===== config.mk =====
export PLATFORM = sky130hd
export DESIGN_NAME = wb_ahbl_bridge
export DESIGN_NICKNAME = d
export VERILOG_FILES = /design/src/rtl/wb_ahbl_bridge.sv
export SDC_FILE = /design/constraint.sdc
export NUM_CORES = 1
export LEC_CHECK = 0
export BUFFER_PORTS_ARGS = -buffer_cell sky130_fd_sc_hd__buf_2
export CAP_MARGIN = 20
export CELL_PAD_IN_SITES_DETAIL_PLACEMENT = 0
export CELL_PAD_IN_SITES_GLOBAL_PLACEMENT = 1
export CORE_ASPECT_RATIO = 0.75
export CORE_MARGIN = 1
export CORE_UTILIZATION = 39
export DETAILED_ROUTE_END_ITERATION = 7
export PLACE_DENSITY = 0.9
export SKIP_LAST_GASP = 1
export SYNTH_ARGS = -nofsm -noshare
export SYNTH_HDL_FRONTEND = slang
export SYNTH_SLANG_ARGS = --single-unit

===== constraint.sdc =====
create_clock -name HCLK -period 4.5 [get_ports HCLK]
set_input_delay 0.225 -clock HCLK [delete_from_list [all_inputs] [get_ports HCLK]]
set_output_delay 0.225 -clock HCLK [all_outputs]
set_load 0.1 [all_outputs]

===== src/rtl/wb_ahbl_bridge.sv =====
// Wishbone-classic slave to AHB-lite master bridge. Each Wishbone cycle becomes one
// non-pipelined AHB-lite single transfer. A data-phase stall timeout guarantees an ack.
module wb_ahbl_bridge #(
   parameter logic [7:0]  WB_ADDR_HI   = 8'h30,
   parameter logic [7:0]  AHB_ADDR_HI  = 8'h00,
   parameter int unsigned TIMEOUT      = 256,
   parameter logic [31:0] TIMEOUT_DATA = 32'hBADC0DE5
) (
   input  logic        HCLK,
   input  logic        HRESET,
   input  logic        wbs_cyc_i,
   input  logic        wbs_stb_i,
   input  logic        wbs_we_i,
   input  logic [3:0]  wbs_sel_i,
   input  logic [31:0] wbs_adr_i,
   input  logic [31:0] wbs_dat_i,
   output logic        wbs_ack_o,
   output logic [31:0] wbs_dat_o,
   output logic [31:0] HADDR,
   output logic [1:0]  HTRANS,
   output logic        HWRITE,
   output logic [2:0]  HSIZE,
   output logic [31:0] HWDATA,
   input  logic        HREADY,
   input  logic [31:0] HRDATA,
   output logic        timeout_flag
);

   typedef enum logic [2:0] {
      S_IDLE, S_ADDR, S_DATA, S_ACK, S_ACK_DRAIN, S_DRAIN
   } state_t;

   localparam logic [1:0]  TRANS_IDLE   = 2'b00;
   localparam logic [1:0]  TRANS_NONSEQ = 2'b10;
   localparam logic [15:0] CNT_LAST     = 16'(TIMEOUT - 1);

   state_t      state;
   logic [15:0] cnt;
   logic [31:0] wdata_q;
   logic        req;
   logic        sel_legal;
   logic [2:0]  dec_size;
   logic [1:0]  dec_lo;
   logic        unused_adr_lsbs;

   assign req = wbs_cyc_i & wbs_stb_i & (wbs_adr_i[31:24] == WB_ADDR_HI);
   // Byte offset comes from the byte selects, so the address LSBs are ignored.
   assign unused_adr_lsbs = ^wbs_adr_i[1:0];

   always_comb begin
      // NOTE: defaults first, so every path assigns every signal and no latch is inferred.
      sel_legal = 1'b1;
      dec_size  = 3'b010;
      dec_lo    = 2'b00;
      case (wbs_sel_i)
         4'b1111: dec_size = 3'b010;
         4'b0011: dec_size = 3'b001;
         4'b1100: begin dec_size = 3'b001; dec_lo = 2'b10; end
         4'b0001: dec_size = 3'b000;
         4'b0010: begin dec_size = 3'b000; dec_lo = 2'b01; end
         4'b0100: begin dec_size = 3'b000; dec_lo = 2'b10; end
         4'b1000: begin dec_size = 3'b000; dec_lo = 2'b11; end
         default: sel_legal = 1'b0;
      endcase
   end

   always_ff @(posedge HCLK or posedge HRESET) begin
      if (HRESET) begin
         state        <= S_IDLE;
         cnt          <= '0;
         wdata_q      <= '0;
         HTRANS       <= TRANS_IDLE;
         HWRITE       <= 1'b0;
         HSIZE        <= 3'b010;
         HADDR        <= {AHB_ADDR_HI, 24'h0};
         HWDATA       <= '0;
         wbs_ack_o    <= 1'b0;
         wbs_dat_o    <= '0;
         timeout_flag <= 1'b0;
      end else begin
         // NOTE: non-blocking updates throughout; every branch reads pre-edge values.
         wbs_ack_o <= 1'b0;
         case (state)
            S_IDLE: begin
               if (req) begin
                  if (sel_legal) begin
                     HTRANS  <= TRANS_NONSEQ;
                     HADDR   <= {AHB_ADDR_HI, wbs_adr_i[23:2], dec_lo};
                     HSIZE   <= dec_size;
                     HWRITE  <= wbs_we_i;
                     wdata_q <= wbs_dat_i;
                     state   <= S_ADDR;
                  end else begin
                     wbs_dat_o    <= TIMEOUT_DATA;
                     timeout_flag <= 1'b1;
                     wbs_ack_o    <= 1'b1;
                     state        <= S_ACK;
                  end
               end
            end
            S_ADDR: begin
               if (HREADY) begin
                  HTRANS <= TRANS_IDLE;
                  HWDATA <= wdata_q;
                  cnt    <= '0;
                  state  <= S_DATA;
               end
            end
            S_DATA: begin
               if (HREADY) begin
                  wbs_dat_o <= HWRITE ? 32'h0 : HRDATA;
                  wbs_ack_o <= 1'b1;
                  state     <= S_ACK;
               end else if (cnt == CNT_LAST) begin
                  // Ack the Wishbone side now; the stalled AHB transfer is closed in DRAIN.
                  wbs_dat_o    <= TIMEOUT_DATA;
                  timeout_flag <= 1'b1;
                  wbs_ack_o    <= 1'b1;
                  state        <= S_ACK_DRAIN;
               end else begin
                  cnt <= cnt + 16'd1;
               end
            end
            S_ACK:       state <= S_IDLE;
            S_ACK_DRAIN: state <= S_DRAIN;
            S_DRAIN: begin
               if (HREADY) state <= S_IDLE;
            end
            default:     state <= S_IDLE;
         endcase
      end
   end

endmodule


==> results of run 1 <==
cells in the mapped netlist, types with 4 or more instances:
| cell type | count |
|---|---|
| nand2b_1 | 20 |
| nand3_1 | 7 |
| xor2_1 | 4 |
| buf_4 | 11 |
| nand2_1 | 114 |
| mux2_4 | 52 |
| a22o_1 | 14 |
| a2bb2oi_1 | 9 |
| nor2_1 | 14 |
| buf_6 | 9 |
| or3_1 | 5 |
| clkbuf_1 | 11 |
| and3_1 | 6 |
| dfrtp_1 | 144 |
| a21oi_1 | 4 |
| buf_2 | 5 |
| xnor2_1 | 6 |
| nor4_1 | 4 |
| o21ai_1 | 4 |
| nand4_1 | 4 |
| a2bb2oi_2 | 9 |
timing repair:
item	CTS	global route
endpoints found under the hold margin	1	0
hold buffers	1	0
endpoints found under the setup margin	0	0
layer usage:
layer	wire, um	global-route usage
met5	0	0
met4	185	0.0619
met3	1230	0.0699
met2	6060	0.251
met1	6670	0.230
path summary, 6_finish.rpt:
path / endpoint / slack (ns)
worst max-delay path: wbs_dat_o[12] / 2.06
worst min-delay path: HADDR[13] / -0.02
worst max register to register: wbs_dat_o[12] / 2.06
worst min register to register: timeout_flag / 0.46
max in group asynchronous: wbs_dat_o[15] / 3.48
min in group HCLK: HWRITE / 0.03
area by class of cell:
type | count | area share
clock buffer | 18 | 0.0534
clock inverter | 13 | 0.0202
inverter | 4 | 0.00265
multi-input combinational | 335 | 0.311
sequential | 145 | 0.452
tap | 210 | 0.0327
timing repair buffer | 202 | 0.128
flip-flops by register name, summed over array words and instances, names as in the netlist:
register,cells
wdata_q,32
HWDATA,32
state,3
HSIZE,2
wbs_dat_o,32
timeout_flag,1
HTRANS,1
cnt,16
HWRITE,1
wbs_ack_o,1
HADDR,24
cells by family after synthesis:
family / synth area share
AOI/OAI and AO/OA: 0.0850
xor gates and xnor gates: 0.0138
adders and majority gates: 0.00197
buffers and inverters: 0.0425
DFF: 0.571
muxes: 0.133
other: 0.000590
and+or+nand+nor: 0.153
stage by stage:
stage / util / setup WS, ns
finish: 0.503 / 2.06
global route: 0.503 / 1.90
CTS: 0.503 / 2.00
detailed placement: 0.465 / 1.77
global placement: 0.465 / 1.87
floorplan: - / 0.382
worst max-delay path: stages, from the launching register on:
cell and delay, ns:
dfrtp_1 0.53, nor2_2 0.28, and3_1 0.81, and2b_1 0.51
a22o_1 0.23
power groups by stage:
stage | clock, uW | sequential, uW | combinational [uW]
5_1_grt | 1510 | 1580 | 1760
3_3_place_gp | 0 | 1580 | 1690
4_1_cts | 1460 | 1560 | 1710
3_5_place_dp | 0 | 1590 | 1700
2_1_floorplan | 0 | 2500 | 500
6_report | 1420 | 1560 | 1690
==> flow_summary.ini, run 1 <==
[worst_setup_path]
cp_max_fo = 19
reg2reg_depth = 4
rr_startpoint = state[0]
path_class = register to register
cp-startpoint = state[0]
cp.required_ns = 4.84
cp.arrival_ns = 2.78
cp-end-kind = register
cp-start-kind = register

[sta]
tightest_slew_ns = 1.02
skew_ns = 0.00933
report.final.setup_viol = 0
rsz0062_at_grt = no
whs_ns = -0.0197
timing.fmax_mhz = 411
post-route-min-period_ns = 2.44
period_share = 0.541
setup_tns_ns = 0
drv_slew = 0
hold_viol_final = 7
slew_headroom = 0.317

[global_routing]
grt_pass1_wl_um = 22300
grt_use_total = 0.172
grt_remaining_overflow = 0
grt_max_degree = 108
grt_antenna_before_repair = 0
grt_pass1_vias = 4259

[drt]
wl_um = 14100
vias = 4442
ant_nets = 0
drc = 0
avgViaCountPerCell = 4.79
wl_per_cell_um = 15.3
first_iter_violations = 245
first_pass_iters = 4

[outcome]
violations = negative hold slack
outcome = complete, but fails checks

[power]
p_per_area_mw_per_mm2 = 582
p_sw_uw = 2010
p_leak_uw = 0.00442
pwr-share-clk = 0.304
p_int_uw = 2660
power.total_uw = 4680
p_sw_frac = 0.430
ir_worst_vdd_v = 0.000261
comb_power_share = 0.362
seq_power_share = 0.334

[worst_hold_path]
hold_path.class = input pin to async pin

[die]
io_pins = 210
die_area_mm2 = 0.0168
start_util = 0.398
die_h_um = 113
core-area_mm2 = 0.0160
std_cell_rows = 40
die_w_um = 149

[yosys]
synth_top_area_cell = dfrtp_1
netlist_instances = 512
synth_seq_cells = 145
async_flop_share = 1.00
synth_seq_area_share = 0.571
synth_top_area_frac = 0.567
synth_edf_count = 0
synthDistinctLibCells = 60
synth_top_flop_cell = dfrtp_1
syn_area_per_cell_um2 = 12.4
yosys_warnings = 0
ys_top_cells_by_area = dfrtp_1 57%, mux2_4 12%, nand2_1 6.7%, a2bb2oi_2 2.1%, nand2b_1 2.0%
syn_area_mm2 = 0.00636

[layout]
drive_gt1_frac = 0.427
final_cell_area_mm2 = 0.00803
diodes = 0
layout_common_cells = 197 x buf_2, 144 x dfrtp_1, 114 x nand2_1
syn_to_final_growth_pct = 26.3
fillers = 1429
register_area_mm2 = 0.00363
layout_commonest_cell = buf_2
multi_input_area_mm2 = 0.00250
final_cells = 927
fin_nets = 812

[cts]
clockBufferDepth = 2
cts_tree = done
cts-root-buf = clkbuf_16
ctsResizeCount = 0
htree_num_levels = 4
post_cts_buffers = 0
cts_made_buffers = 17
cts.sinks = 145
clk-insertion-delay-late_ns = 0.41
clkTransAtPathRegs_ns = 0.06

[job]
drv_cap = 0

[placement]
placed_area_mm2 = 0.00743
gp_congestion = 0.760
port_buffers = 197
placed_cells = 895
dp_hpwl_um = 9450
No activity file was read; power rests on OpenSTA's default activity.
==> run 2: changes to the inputs <==
- CORE_UTILIZATION: 39 -> 36
- PLACE_DENSITY: 0.9 -> 0.88
- clock period: 4.5 -> 2 ns (I/O delays scaled with it)
==> run 2 against run 1 <==
Net effect:
- the run now ends clean
- cell area is 16% higher
- first-iteration DRC count is 18% higher
- via count rose by 12%
- clock skew rose by 0.0023 ns
- non-clock buffer count is 118 higher
- sequential share of layout area shrank 6.3 points
- global-route usage up 1.1 points
- die area is 8.2% higher
- critical path depth increased by 4
- combinational power increased to 2.5 times the previous value
- critical endpoint is now cnt[7]
==> flow_summary.ini, run 2 (synthesis gave the netlist of run 1 again) <==
[layout]
fillers = 1428
syn_to_final_growth_pct = 47.0
layout_common_cells = 197 x buf_2, 144 x dfrtp_1, 113 x nand2_1
layout_commonest_cell = buf_2
final_cells = 1072
final_cell_area_mm2 = 0.00934
reg_top3 = HWDATA x32, wbs_dat_o x32, wdata_q x32
diodes = 0
register_area_mm2 = 0.00363
fin_nets = 930
drive_gt1_frac = 0.411
multi_input_area_mm2 = 0.00255

[cts]
cts.sinks = 145
clockBufferDepth = 2
cts_made_buffers = 17
clkTransAtPathRegs_ns = 0.06
clk-insertion-delay-late_ns = 0.42
cts-root-buf = clkbuf_16
htree_num_levels = 4
cts_tree = done

[global_routing]
gr-max-usage-layer = met2
grt.met1_usage = 0.233
grt_pass1_wl_um = 25800
grtUsageMet2 = 0.306
grt_use_total = 0.183
grt_remaining_overflow = 0
grt_max_degree = 53
grtUsageMet3 = 0.0574
grt_pass1_vias = 5036
grt_antenna_before_repair = 0

[sta]
rsz0062_at_grt = yes
report.final.setup_viol = 0
slew_headroom = 0.601
tightest_slew_ns = 0.597
hold_viol_final = 0
period_share = 0.961
setup_tns_ns = 0
drv_slew = 0
skew_ns = 0.0116
timing.fmax_mhz = 520
post-route-min-period_ns = 1.92

[outcome]
outcome = finished clean

[worst_setup_path]
cp-end-kind = register
cp.required_ns = 2.35
cp-start-kind = register
path_class = register to register
cp_max_fo = 6
cp.arrival_ns = 2.27

[power]
p_per_area_mw_per_mm2 = 1170
seq_power_share = 0.317
comb_power_share = 0.389
p_leak_uw = 0.00496
p_sw_frac = 0.429
p_int_uw = 6260
p_sw_uw = 4700
pwr-share-clk = 0.293
ir_worst_vdd_v = 0.00104

[die]
die_h_um = 117
io_pins = 210
std_cell_rows = 41
core-area_mm2 = 0.0170
die_area_mm2 = 0.0182
start_util = 0.373
die_w_um = 155

[placement]
placed_cells = 948
dp_hpwl_um = 10300
port_buffers = 197
gp_congestion = 0.720
placed_area_mm2 = 0.00777

[job]
drv_cap = 0

[drt]
drc = 0
wl_per_cell_um = 15.4
ant_nets = 0
wl_um = 16500
avgViaCountPerCell = 4.64
first_iter_violations = 288
vias = 4976
first_pass_iters = 6

[worst_hold_path]
hold_path.class = input pin to register
run 2: changes by cell type in the layout (fill, tap and decap cells not counted), sizes merged:
cell	before	now
bufinv	3	2
buf	201	229
clkinvlp	3	6
dlygate4sd3	1	91
clkinv	7	2
clkbuf	18	19
inv	4	7
run 2: final timing paths:
check | startpoint | endpoint | slack (ns) | cells after the start
max | cnt[1] | cnt[7] | 0.08 | 8
min | HREADY | state[2] | 0.06 | 2
max reg2reg | cnt[1] | cnt[7] | 0.08 | 8
min reg2reg | timeout_flag | timeout_flag | 0.46 | 1
max in group asynchronous | HRESET | HSIZE[1] | 1.02 | 4
min in group asynchronous | HRESET | HADDR[10] | 0.32 | 3
run 2: final cells by class:
type,count,share of cell area
well taps,236,0.0316
inverters,4,0.00214
repair buffers,320,0.240
clock inverters,13,0.0161
multi-input cells,335,0.273
flip-flops and latches,145,0.388
clock buffers,19,0.0485
run 2: layer usage:
metal	vias to the layer above	part of all wire
met1	2400	0.44
met5	-	0
met3	17	0.074
li1	2374	-
met4	0	0.0091
met2	185	0.47
run 2: power groups by stage:
stage	Clock [uW]	Combinational, uW	Sequential (uW)
2_1_floorplan	0	1130	5620
3_3_place_gp	0	4090	3500
6_report	3220	4270	3480
5_1_grt	3450	4460	3510
3_5_place_dp	0	4110	3510
4_1_cts	3310	4260	3460
run 2: timing repair:
item                                    in CTS  in global routing
endpoints found under the hold margin      110                  0
hold buffers                                91                  0
gates resized for setup                      0                 11
endpoints found under the setup margin       0                 39
setup buffers                                0                  1
run 2: per-stage QoR:
stage / power, uW / hold slack, ns / setup WS [ns] / util
2_1_floorplan: 6750 / 0.193 / 0.0818 / -
3_3_place_gp: 7590 / 0.197 / 0.101 / 0.456
3_5_place_dp: 7630 / 0.198 / -0.0345 / 0.456
4_1_cts: 11000 / 0.0220 / 0.0492 / 0.545
5_1_grt: 11400 / 0.0595 / -0.0271 / 0.549
6_report: 11000 / 0.0613 / 0.0778 / 0.549
run 2: critical path: stages, from the launching register on:
cell and delay, ns:
dfrtp_1 0.43, ha_4 0.19, nand4_1 0.10, nand4b_1 0.18, buf_4 0.16, nand4_4 0.14
buf_6 0.17, or4_4 0.41, nand2_2 0.06
